**src/rtl/usd_pulse_echo_sequencer.sv**
```systemverilog
// Pulse-echo sequencer: bipolar TX burst, range-gate delay, windowed ADC
// acquisition and PRF hold, plus a continuous-wave mode where TX and RX run
// together. Configuration arrives on the cmd/value/write register bus.
module usd_pulse_echo_sequencer #(
  parameter int CNT_W = 16,
  parameter int ADC_W = 14,
  parameter int CMD_W = 8
) (
  input  logic             clock,
  input  logic             nReset,
  input  logic             enable,
  input  logic [CMD_W-1:0] cmd,
  input  logic [CNT_W-1:0] value,
  input  logic             write,
  output logic             tx_pos,
  output logic             tx_neg,
  output logic             tx_pwdn,
  output logic             rx_pwdn,
  output logic             adc_clk,
  input  logic [ADC_W-1:0] adc_data,
  input  logic             fifo_full,
  output logic             sample_valid,
  output logic [CNT_W-1:0] sample_data,
  output logic             overflow,
  output logic             busy
);

  localparam logic [CNT_W-1:0] ONE = CNT_W'(1);

  typedef enum logic [2:0] {IDLE, BURST, DELAY, ACQ, HOLD} state_t;

  state_t state, next_state;

  // shadow (bus-visible) configuration
  logic [CNT_W-1:0] sh_half, sh_ncyc, sh_prf, sh_dly, sh_nsamp, sh_div;
  logic             sh_cw, sh_swap;

  // active configuration, frozen for the duration of a frame
  logic [CNT_W-1:0] a_half, a_ncyc, a_prf, a_dly, a_nsamp, a_div;
  logic             a_cw, a_swap;

  // sequencing counters
  logic [CNT_W-1:0] frame_cnt, half_cnt, cyc_cnt, dly_cnt, div_cnt, samp_cnt;
  logic             phase, adc_ph;

  logic acq_run, half_end, burst_done, dly_done, div_end, fall, acq_done;
  logic hold_done, load_cfg, pulse_on, pos_raw, neg_raw, ctrl_clear;

  assign acq_run    = (state == ACQ) || ((state == BURST) && a_cw);
  assign half_end   = (half_cnt == a_half - ONE);
  assign burst_done = !a_cw && ((a_ncyc == '0) ||
                      (phase && half_end && (cyc_cnt == a_ncyc - ONE)));
  assign dly_done   = (dly_cnt == a_dly - ONE);
  assign div_end    = (div_cnt == a_div - ONE);
  assign fall       = acq_run && adc_ph && div_end && enable;
  assign acq_done   = fall && !a_cw && (samp_cnt == a_nsamp - ONE);
  // >= lets an over-long frame leave HOLD after a single cycle
  assign hold_done  = (frame_cnt >= a_prf - ONE);
  // config reloads on every frame start, not only from IDLE, so a mid-frame
  // write takes effect on the following frame
  assign load_cfg   = (next_state == BURST) && (state != BURST);
  assign ctrl_clear = write && (cmd == CMD_W'(7)) && value[2];

  // state register
  always_ff @(posedge clock or negedge nReset) begin
    if (!nReset) state <= IDLE;
    else         state <= next_state;
  end

  // next-state logic
  always_comb begin
    next_state = state;
    if (!enable) begin
      next_state = IDLE;
    end else begin
      case (state)
        IDLE:  next_state = BURST;
        BURST: if (burst_done) begin
                 if (a_dly != '0)        next_state = DELAY;
                 else if (a_nsamp != '0) next_state = ACQ;
                 else                    next_state = HOLD;
               end
        DELAY: if (dly_done) next_state = (a_nsamp != '0) ? ACQ : HOLD;
        ACQ:   if (acq_done) next_state = HOLD;
        HOLD:  if (hold_done) next_state = BURST;
        default: next_state = IDLE;
      endcase
    end
  end

  // output decode
  always_comb begin
    pulse_on = (state == BURST) && (a_cw || (a_ncyc != '0));
    pos_raw  = pulse_on && !phase;
    neg_raw  = pulse_on && phase;
    tx_pos   = a_swap ? neg_raw : pos_raw;
    tx_neg   = a_swap ? pos_raw : neg_raw;
    tx_pwdn  = (state != BURST);
    rx_pwdn  = !((state == DELAY) || (state == ACQ) || ((state == BURST) && a_cw));
    adc_clk  = acq_run && adc_ph;
    busy     = (state != IDLE);
  end

  // register bus writes into the shadow set
  always_ff @(posedge clock or negedge nReset) begin
    if (!nReset) begin
      sh_half  <= CNT_W'(16);
      sh_ncyc  <= CNT_W'(4);
      sh_prf   <= CNT_W'(6400);
      sh_dly   <= '0;
      sh_nsamp <= CNT_W'(256);
      sh_div   <= ONE;
      sh_cw    <= 1'b0;
      sh_swap  <= 1'b0;
    end else if (write) begin
      case (cmd)
        CMD_W'(1): sh_half  <= value;
        CMD_W'(2): sh_ncyc  <= value;
        CMD_W'(3): sh_prf   <= value;
        CMD_W'(4): sh_dly   <= value;
        CMD_W'(5): sh_nsamp <= value;
        CMD_W'(6): sh_div   <= value;
        CMD_W'(7): begin
          sh_cw   <= value[0];
          sh_swap <= value[1];
        end
        default: ;
      endcase
    end
  end

  // active configuration snapshot at frame start
  always_ff @(posedge clock or negedge nReset) begin
    if (!nReset) begin
      a_half  <= CNT_W'(16);
      a_ncyc  <= CNT_W'(4);
      a_prf   <= CNT_W'(6400);
      a_dly   <= '0;
      a_nsamp <= CNT_W'(256);
      a_div   <= ONE;
      a_cw    <= 1'b0;
      a_swap  <= 1'b0;
    end else if (load_cfg) begin
      a_half  <= (sh_half == '0) ? ONE : sh_half;
      a_ncyc  <= sh_ncyc;
      a_prf   <= sh_prf;
      a_dly   <= sh_dly;
      a_nsamp <= sh_nsamp;
      a_div   <= (sh_div == '0) ? ONE : sh_div;
      a_cw    <= sh_cw;
      a_swap  <= sh_swap;
    end
  end

  // frame counter: zero on burst entry, saturating
  always_ff @(posedge clock or negedge nReset) begin
    if (!nReset)                frame_cnt <= '0;
    else if (load_cfg)          frame_cnt <= '0;
    else if (frame_cnt != '1)   frame_cnt <= frame_cnt + ONE;
  end

  // burst half-period and cycle counters
  always_ff @(posedge clock or negedge nReset) begin
    if (!nReset) begin
      half_cnt <= '0;
      cyc_cnt  <= '0;
      phase    <= 1'b0;
    end else if ((state == BURST) && enable) begin
      if (half_end) begin
        half_cnt <= '0;
        phase    <= ~phase;
        if (phase && !a_cw) cyc_cnt <= cyc_cnt + ONE;
      end else begin
        half_cnt <= half_cnt + ONE;
      end
    end else begin
      half_cnt <= '0;
      cyc_cnt  <= '0;
      phase    <= 1'b0;
    end
  end

  // range-gate delay counter
  always_ff @(posedge clock or negedge nReset) begin
    if (!nReset)                          dly_cnt <= '0;
    else if ((state == DELAY) && enable)  dly_cnt <= dly_cnt + ONE;
    else                                  dly_cnt <= '0;
  end

  // ADC clock divider and sample counter; adc_clk starts in its high phase
  always_ff @(posedge clock or negedge nReset) begin
    if (!nReset) begin
      div_cnt  <= '0;
      adc_ph   <= 1'b1;
      samp_cnt <= '0;
    end else if (acq_run && enable) begin
      if (div_end) begin
        div_cnt <= '0;
        adc_ph  <= ~adc_ph;
        if (adc_ph && !a_cw) samp_cnt <= samp_cnt + ONE;
      end else begin
        div_cnt <= div_cnt + ONE;
      end
    end else begin
      div_cnt  <= '0;
      adc_ph   <= 1'b1;
      samp_cnt <= '0;
    end
  end

  // sample capture on the adc_clk falling edge, FIFO strobe and sticky overflow
  always_ff @(posedge clock or negedge nReset) begin
    if (!nReset) begin
      sample_valid <= 1'b0;
      sample_data  <= '0;
      overflow     <= 1'b0;
    end else begin
      sample_valid <= fall && !fifo_full;
      if (fall) sample_data <= CNT_W'($signed(adc_data));
      if (fall && fifo_full) overflow <= 1'b1;
      else if (ctrl_clear)   overflow <= 1'b0;
    end
  end

endmodule
```
**config.mk**
```make
export PLATFORM = sky130hd
export DESIGN_NAME = usd_pulse_echo_sequencer
export DESIGN_NICKNAME = d
export VERILOG_FILES = /design/src/rtl/usd_pulse_echo_sequencer.sv
export SDC_FILE = /design/constraint.sdc
export NUM_CORES = 1
export LEC_CHECK = 0
export CAP_MARGIN = 20
export CORE_ASPECT_RATIO = 1.1
export CORE_MARGIN = 2
export CORE_UTILIZATION = 45
export DETAILED_ROUTE_END_ITERATION = 16
export PLACE_DENSITY = 0.61
export SLEW_MARGIN = 20
export SYNTH_ARGS = -nofsm -noshare
export SYNTH_HDL_FRONTEND = slang
export SYNTH_SLANG_ARGS = --single-unit
```
**constraint.sdc**
```tcl
create_clock -name clock -period 4 [get_ports clock]
set_input_delay 0.8 -clock clock [delete_from_list [all_inputs] [get_ports clock]]
set_output_delay 0.8 -clock clock [all_outputs]
set_load 0.02 [all_outputs]
```
# Word-level counts from Yosys, hierarchy flattened
# Index checks and enable logic that the tools add are counted.
[word_totals]
ff_bits = 313
output_inout_bits = 24
wordCells = 147
[op_classes]
add_sub_neg = 12
magnitude_cmp = 1
eq_ne = 23
muxes = 31
bitwise = 2
n_reduce_logical = 50
[op_table]
columns = ["op", "n"]
rows = [
  ["$mux 16", 15],
  ["$add 16x1->16 const B", 6],
  ["$sub 16x1->16 const B", 6],
  ["$eq 16x16->1", 5],
  ["$logic_not 16->1", 3],
  ["$reduce_bool 16->1", 3],
  ["$eq 8x3->1 const B", 4],
  ["$logic_and 1x1->1", 22],
  ["$mux 3", 7],
  ["$reduce_and 2->1", 9],
  ["$eq 8x2->1 const B", 2],
  ["$ge 16x16->1", 1],
  ["$ne 16x16->1 const B", 1],
  ["$pmux 3 s5", 1],
  ["$eq 8x1->1 const B", 1],
  ["$mux 1", 8],
  ["$eq 3x1->1 const B", 2],
  ["$eq 3x2->1 const B", 2],
  ["$logic_or 1x1->1", 5],
  ["$logic_not 1->1", 4],
  ["$ne 2x1->1 const B", 2],
  ["$ne 2x2->1 const B", 2],
  ["$reduce_bool 2->1", 2],
  ["$eq 3x3->1 const B", 1],
  ["other kinds (4)", 5],
]

# Longest topological paths before layout
[depth]
word_depth = 14
mapped_depth = 15
ltp_nobuf = 14

# Least setup slack after synthesis
# No wires, ideal clock.
[synth_timing]
path_kind = "reg2reg"
from = "register a_prf[2]"
to = "register a_div[15]"
setup_time_ns = 0.125
arrival_time_ns = 3.606
setup_slack_ns = 0.270
stages_incl_launch_ff = 14
synth_period_minus_slack_ns = 3.730
cell_sequence = "dfrtp_1 > nor4_1 > nand3_1 > nor4_1 > xnor2_1 > ha_1 > nand4_1 > nor3_1 > o41ai_1 > and3b_1 > nor4b_1 > clkbuf_1 > clkbuf_1 > mux2_2"
[synth_via]
elab_chain_len = 7
[synth_rtl]
columns = ["item", "line_no", "text"]
rows = [
  ["from (decl)", "39", "logic [CNT_W-1:0] a_half, a_ncyc, a_prf, a_dly, a_nsamp, a_div;"],
  ["from (signal assigned)", "146", "a_prf <= sh_prf;"],
  ["$sub 16x1->16", "58", "assign hold_done = (frame_cnt >= a_prf - ONE);"],
  ["$ge 16x16->1", "58", ""],
  ["$mux 3", "85", "HOLD: if (hold_done) next_state = BURST;"],
  ["$pmux 3 s5", "76", "case (state)"],
  ["$mux 3", "73", "if (!enable) begin"],
  ["$eq 3x1->1", "61", "assign load_cfg = (next_state == BURST) && (state != BURST);"],
  ["$logic_and 1x1->1", "61", ""],
  ["to (signal assigned)", "149", "a_div <= (sh_div == '0) ? ONE : sh_div;"],
  ["to (decl)", "39", ""],
]
# No other way between the ends.
# A chain may end at the register's enable or synchronous reset.

# Worst setup path after layout
[layout_timing]
from = "register a_half[0]"
to = "register cyc_cnt[4]"
[layout_via]
elab_chain_len = 4
[layout_rtl]
columns = ["item", "line_no", "text"]
rows = [
  ["from (decl)", "39", ""],
  ["from (signal assigned)", "144", "a_half <= (sh_half == '0) ? ONE : sh_half;"],
  ["$sub 16x1->16", "50", "assign half_end = (half_cnt == a_half - ONE);"],
  ["$eq 16x16->1", "50", ""],
  ["$ne 2x2->1 (no line)", "-", ""],
  ["$reduce_and 2->1 (no line)", "-", ""],
  ["to (signal assigned)", "172", "if (phase && !a_cw) cyc_cnt <= cyc_cnt + ONE;"],
  ["to (decl)", "43", "logic [CNT_W-1:0] frame_cnt, half_cnt, cyc_cnt, dly_cnt, div_cnt, samp_cnt;"],
]
# No other way between the ends.

==> impl_metrics.toml <==
[power]
seqPwrFrac = 0.354
p_comb_frac = 0.344
swShare = 0.335
powerDensity_nw_per_um2 = 574
p_switching_w = 0.00367
vdd.ir_drop.worst_v = 0.000370
internal-power_w = 0.00730
leakage_nw = 8.64
clkPwrFrac = 0.302

[min_path]
hold_path.class = "primary input to async pin"

[critical_path]
max_stage_delay_ps = 580
critPathMaxFanout = 11
path_cells = "inv_1, ha_1, nand2b_1, or4_1, a2111oi_0, nand4_1, nor4b_2, buf_4, o21ai_1, buf_4, or3_1, a21oi_1"
cpMaxStageDelayCell = "a2111oi_0"
cp.buffers_inverters = 3
cp.arrival_ps = 4230
path_delay_family = "simple AND/OR/NAND/NOR gates"
cp.required_ps = 4440
crit_top_cell = "buf_4"
end_kind = "flop"
crit_type = "flop to flop"
cp-start-kind = "flop"

[clock_network]
root_buffer = "clkbuf_16"
clk-insertion-delay-late_ps = 520
cts_buffers = 35
clk_pin_slew_worst_paths_ps = 60
cts_buffer_depth = 3
cts_tree = "done"
htreeDepth = 2
cts_sinks = 313

[finish]
final_layout_size_suffix_gt1_frac = 0.195
area_growth_pct = 16.0
design_area_um2 = 19100
final_common_cell = "dfrtp_1"
finalNetCount = 1691
final_cell_mix = "dfrtp_1, mux2_2, nor2_1"
antennaDiodeCount = 0

[logic_synthesis]
synth_seq_cells = 313
synth_edf_count = 0
yosysWarnings = 0
yosysSeqAreaShare = 0.477
netlist_instances = 1534
syn_area_per_cell_um2 = 10.7
synthArstFlopShare = 1.00
synthDistinctLibCells = 76
ys.flop_type = "dfrtp_1"
synthesis.nets = 1607
netlist_area_um2 = 16500

[timing]
final.min_clock_period_ps = 3790
max_clock_freq_mhz = 264
slew_headroom = 0.419
fin_skew_ps = 8.32
tns_ps = 0
setup_viol = 0
tightest_slew_ps = 864
hold_viol_final = 0
post-route-period-util = 0.947
slew_violations = 0
setup_slack_ps = 211
fin_hold_ws_ps = 307
rsz0062_at_grt = "false"

[drt]
wirelength_um = 39900
antenna_left = 0
viasPerCell = 5.58
wire_per_inst_um = 18.7
drc = 0
drtIter0Drc = 811
vias = 11901
drt_pass1_iterations = 5

[global_routing]
grt_max_degree = 107
grt_pass1_vias = 11601
grt_overflow_total = 0
track_usage = 0.212
grt_first_pass_wirelength_um = 64300
antenna_found_initial = 0

[placed_design]
preCtsSetupSlack_ps = 168
hpwl_um = 27700
portBuffers = 66
gp_congestion = 0.882
place_area_um2 = 17900

[status]
run_status = "finished, final reports clean"

[die]
die_height_um = 205
coreArea_um2 = 36100
io_pins = 67
row_count = 73
fp.dieW_um = 186
die_area_um2 = 38200
start_util = 0.457

[flow_run]
maxCapViolCount = 0
[worst paths after layout]
kind | from | to | slack [ps] | cells after the start
worst min-delay path | nReset | samp_cnt[6]$_DFFE_PN0P_ | 310 | 1
min in group clock | sh_nsamp[2]$_DFFE_PN0P_ | sh_nsamp[2]$_DFFE_PN0P_ | 470 | 2
worst min register to register | sh_nsamp[2]$_DFFE_PN0P_ | sh_nsamp[2]$_DFFE_PN0P_ | 470 | 2
worst max-delay path | a_half[0]$_DFFE_PN0P_ | cyc_cnt[4]$_DFFE_PN0P_ | 210 | 12
worst max register to register | a_half[0]$_DFFE_PN0P_ | cyc_cnt[4]$_DFFE_PN0P_ | 210 | 12
max in group asynchronous | nReset | a_half[4]$_DFFE_PN1P_ | 2690 | 2
[power groups by stage]
stage | Clock (W) | Sequential, W | Combinational (W)
floorplan | 0 | 0.00386 | 0.00264
global placement | 0 | 0.00392 | 0.00364
detailed placement | 0 | 0.00393 | 0.00370
CTS | 0.00341 | 0.00387 | 0.00372
global route | 0.00353 | 0.00393 | 0.00414
finish | 0.00331 | 0.00388 | 0.00377
[cell usage after synthesis, drive strengths merged (23+ instances only)]
master  count  share of area
nor4       32          0.012
nor2      131          0.030
nand2      90          0.021
mux2      193           0.13
clkbuf     47          0.011
o21ai      52          0.016
nand3      61          0.019
xnor2      89          0.047
or3        28          0.011
and3       23         0.0087
nand4      27          0.010
ha         30          0.023
dfrtp     298           0.45
inv        38         0.0087
a21oi      42          0.013
xor2       76          0.040
nor3       37          0.011
[state kept, by name, summed over array words and instances, names as in the netlist, 3 cells and up]
register / count
sh_nsamp: 16
dly_cnt: 16
sample_data: 14
a_dly: 16
cyc_cnt: 16
frame_cnt: 16
sh_prf: 16
sh_ncyc: 16
half_cnt: 16
a_nsamp: 16
a_ncyc: 16
div_cnt: 16
a_div: 16
state: 3
sh_dly: 16
a_half: 16
a_prf: 16
sh_half: 16
sh_div: 16
samp_cnt: 16
[repair_timing]
action	4_1_cts	5_1_grt
hold buffers	0	0
setup buffers	0	1
gates resized for setup	0	5
setup endpoints to repair	0	99
[stage by stage]
| stage | total power [W] | std cells | utilization |
|---|---|---|---|
| 2_1_floorplan | 0.00650 | 1534 | - |
| 3_3_place_gp | 0.00756 | 2066 | 0.495 |
| 3_5_place_dp | 0.00763 | 2066 | 0.495 |
| 4_1_cts | 0.0110 | 2129 | 0.528 |
| 5_1_grt | 0.0116 | 2131 | 0.530 |
| 6_report | 0.0110 | 2131 | 0.530 |
[area by class of cell]
class	instances	area [um2]
Tap cell	487	609
Fill cell	3159	17000
Clock buffer	52	1060
Clock inverter	11	134
Multi-Input combinational cell	1130	8290
Inverter	38	143
Timing Repair Buffer	100	1020
Sequential cell	313	7850
[metal layers]
metal / share of wire / wire length, um / global-route usage / vias up
met4: 0.027 / 1080 / 0.0703 / 0
met2: 0.46 / 18300 / 0.339 / 212
met5: 0 / 0 / 0 / -
met3: 0.034 / 1370 / 0.0296 / 59
met1: 0.48 / 19100 / 0.297 / 5944
li1: - / - / - / 5686
[kinds of logic after synthesis]
group / share of synthesized area
compound gates: 0.0722
xor+xnor: 0.0905
fa+ha+maj: 0.0228
buf+inv: 0.0222
flops: 0.477
mux: 0.139
simple gates: 0.177
[worst reg2reg max path, cell delays in order, from the launching register on]
cell and delay, ps:
dfrtp_1 440, inv_1 80, ha_1 190, nand2b_1 140, or4_1 490, a2111oi_0 580, nand4_1 290, nor4b_2 360
buf_4 240, o21ai_1 170, buf_4 240, or3_1 350, a21oi_1 160
(Power assumes the default switching activity.)
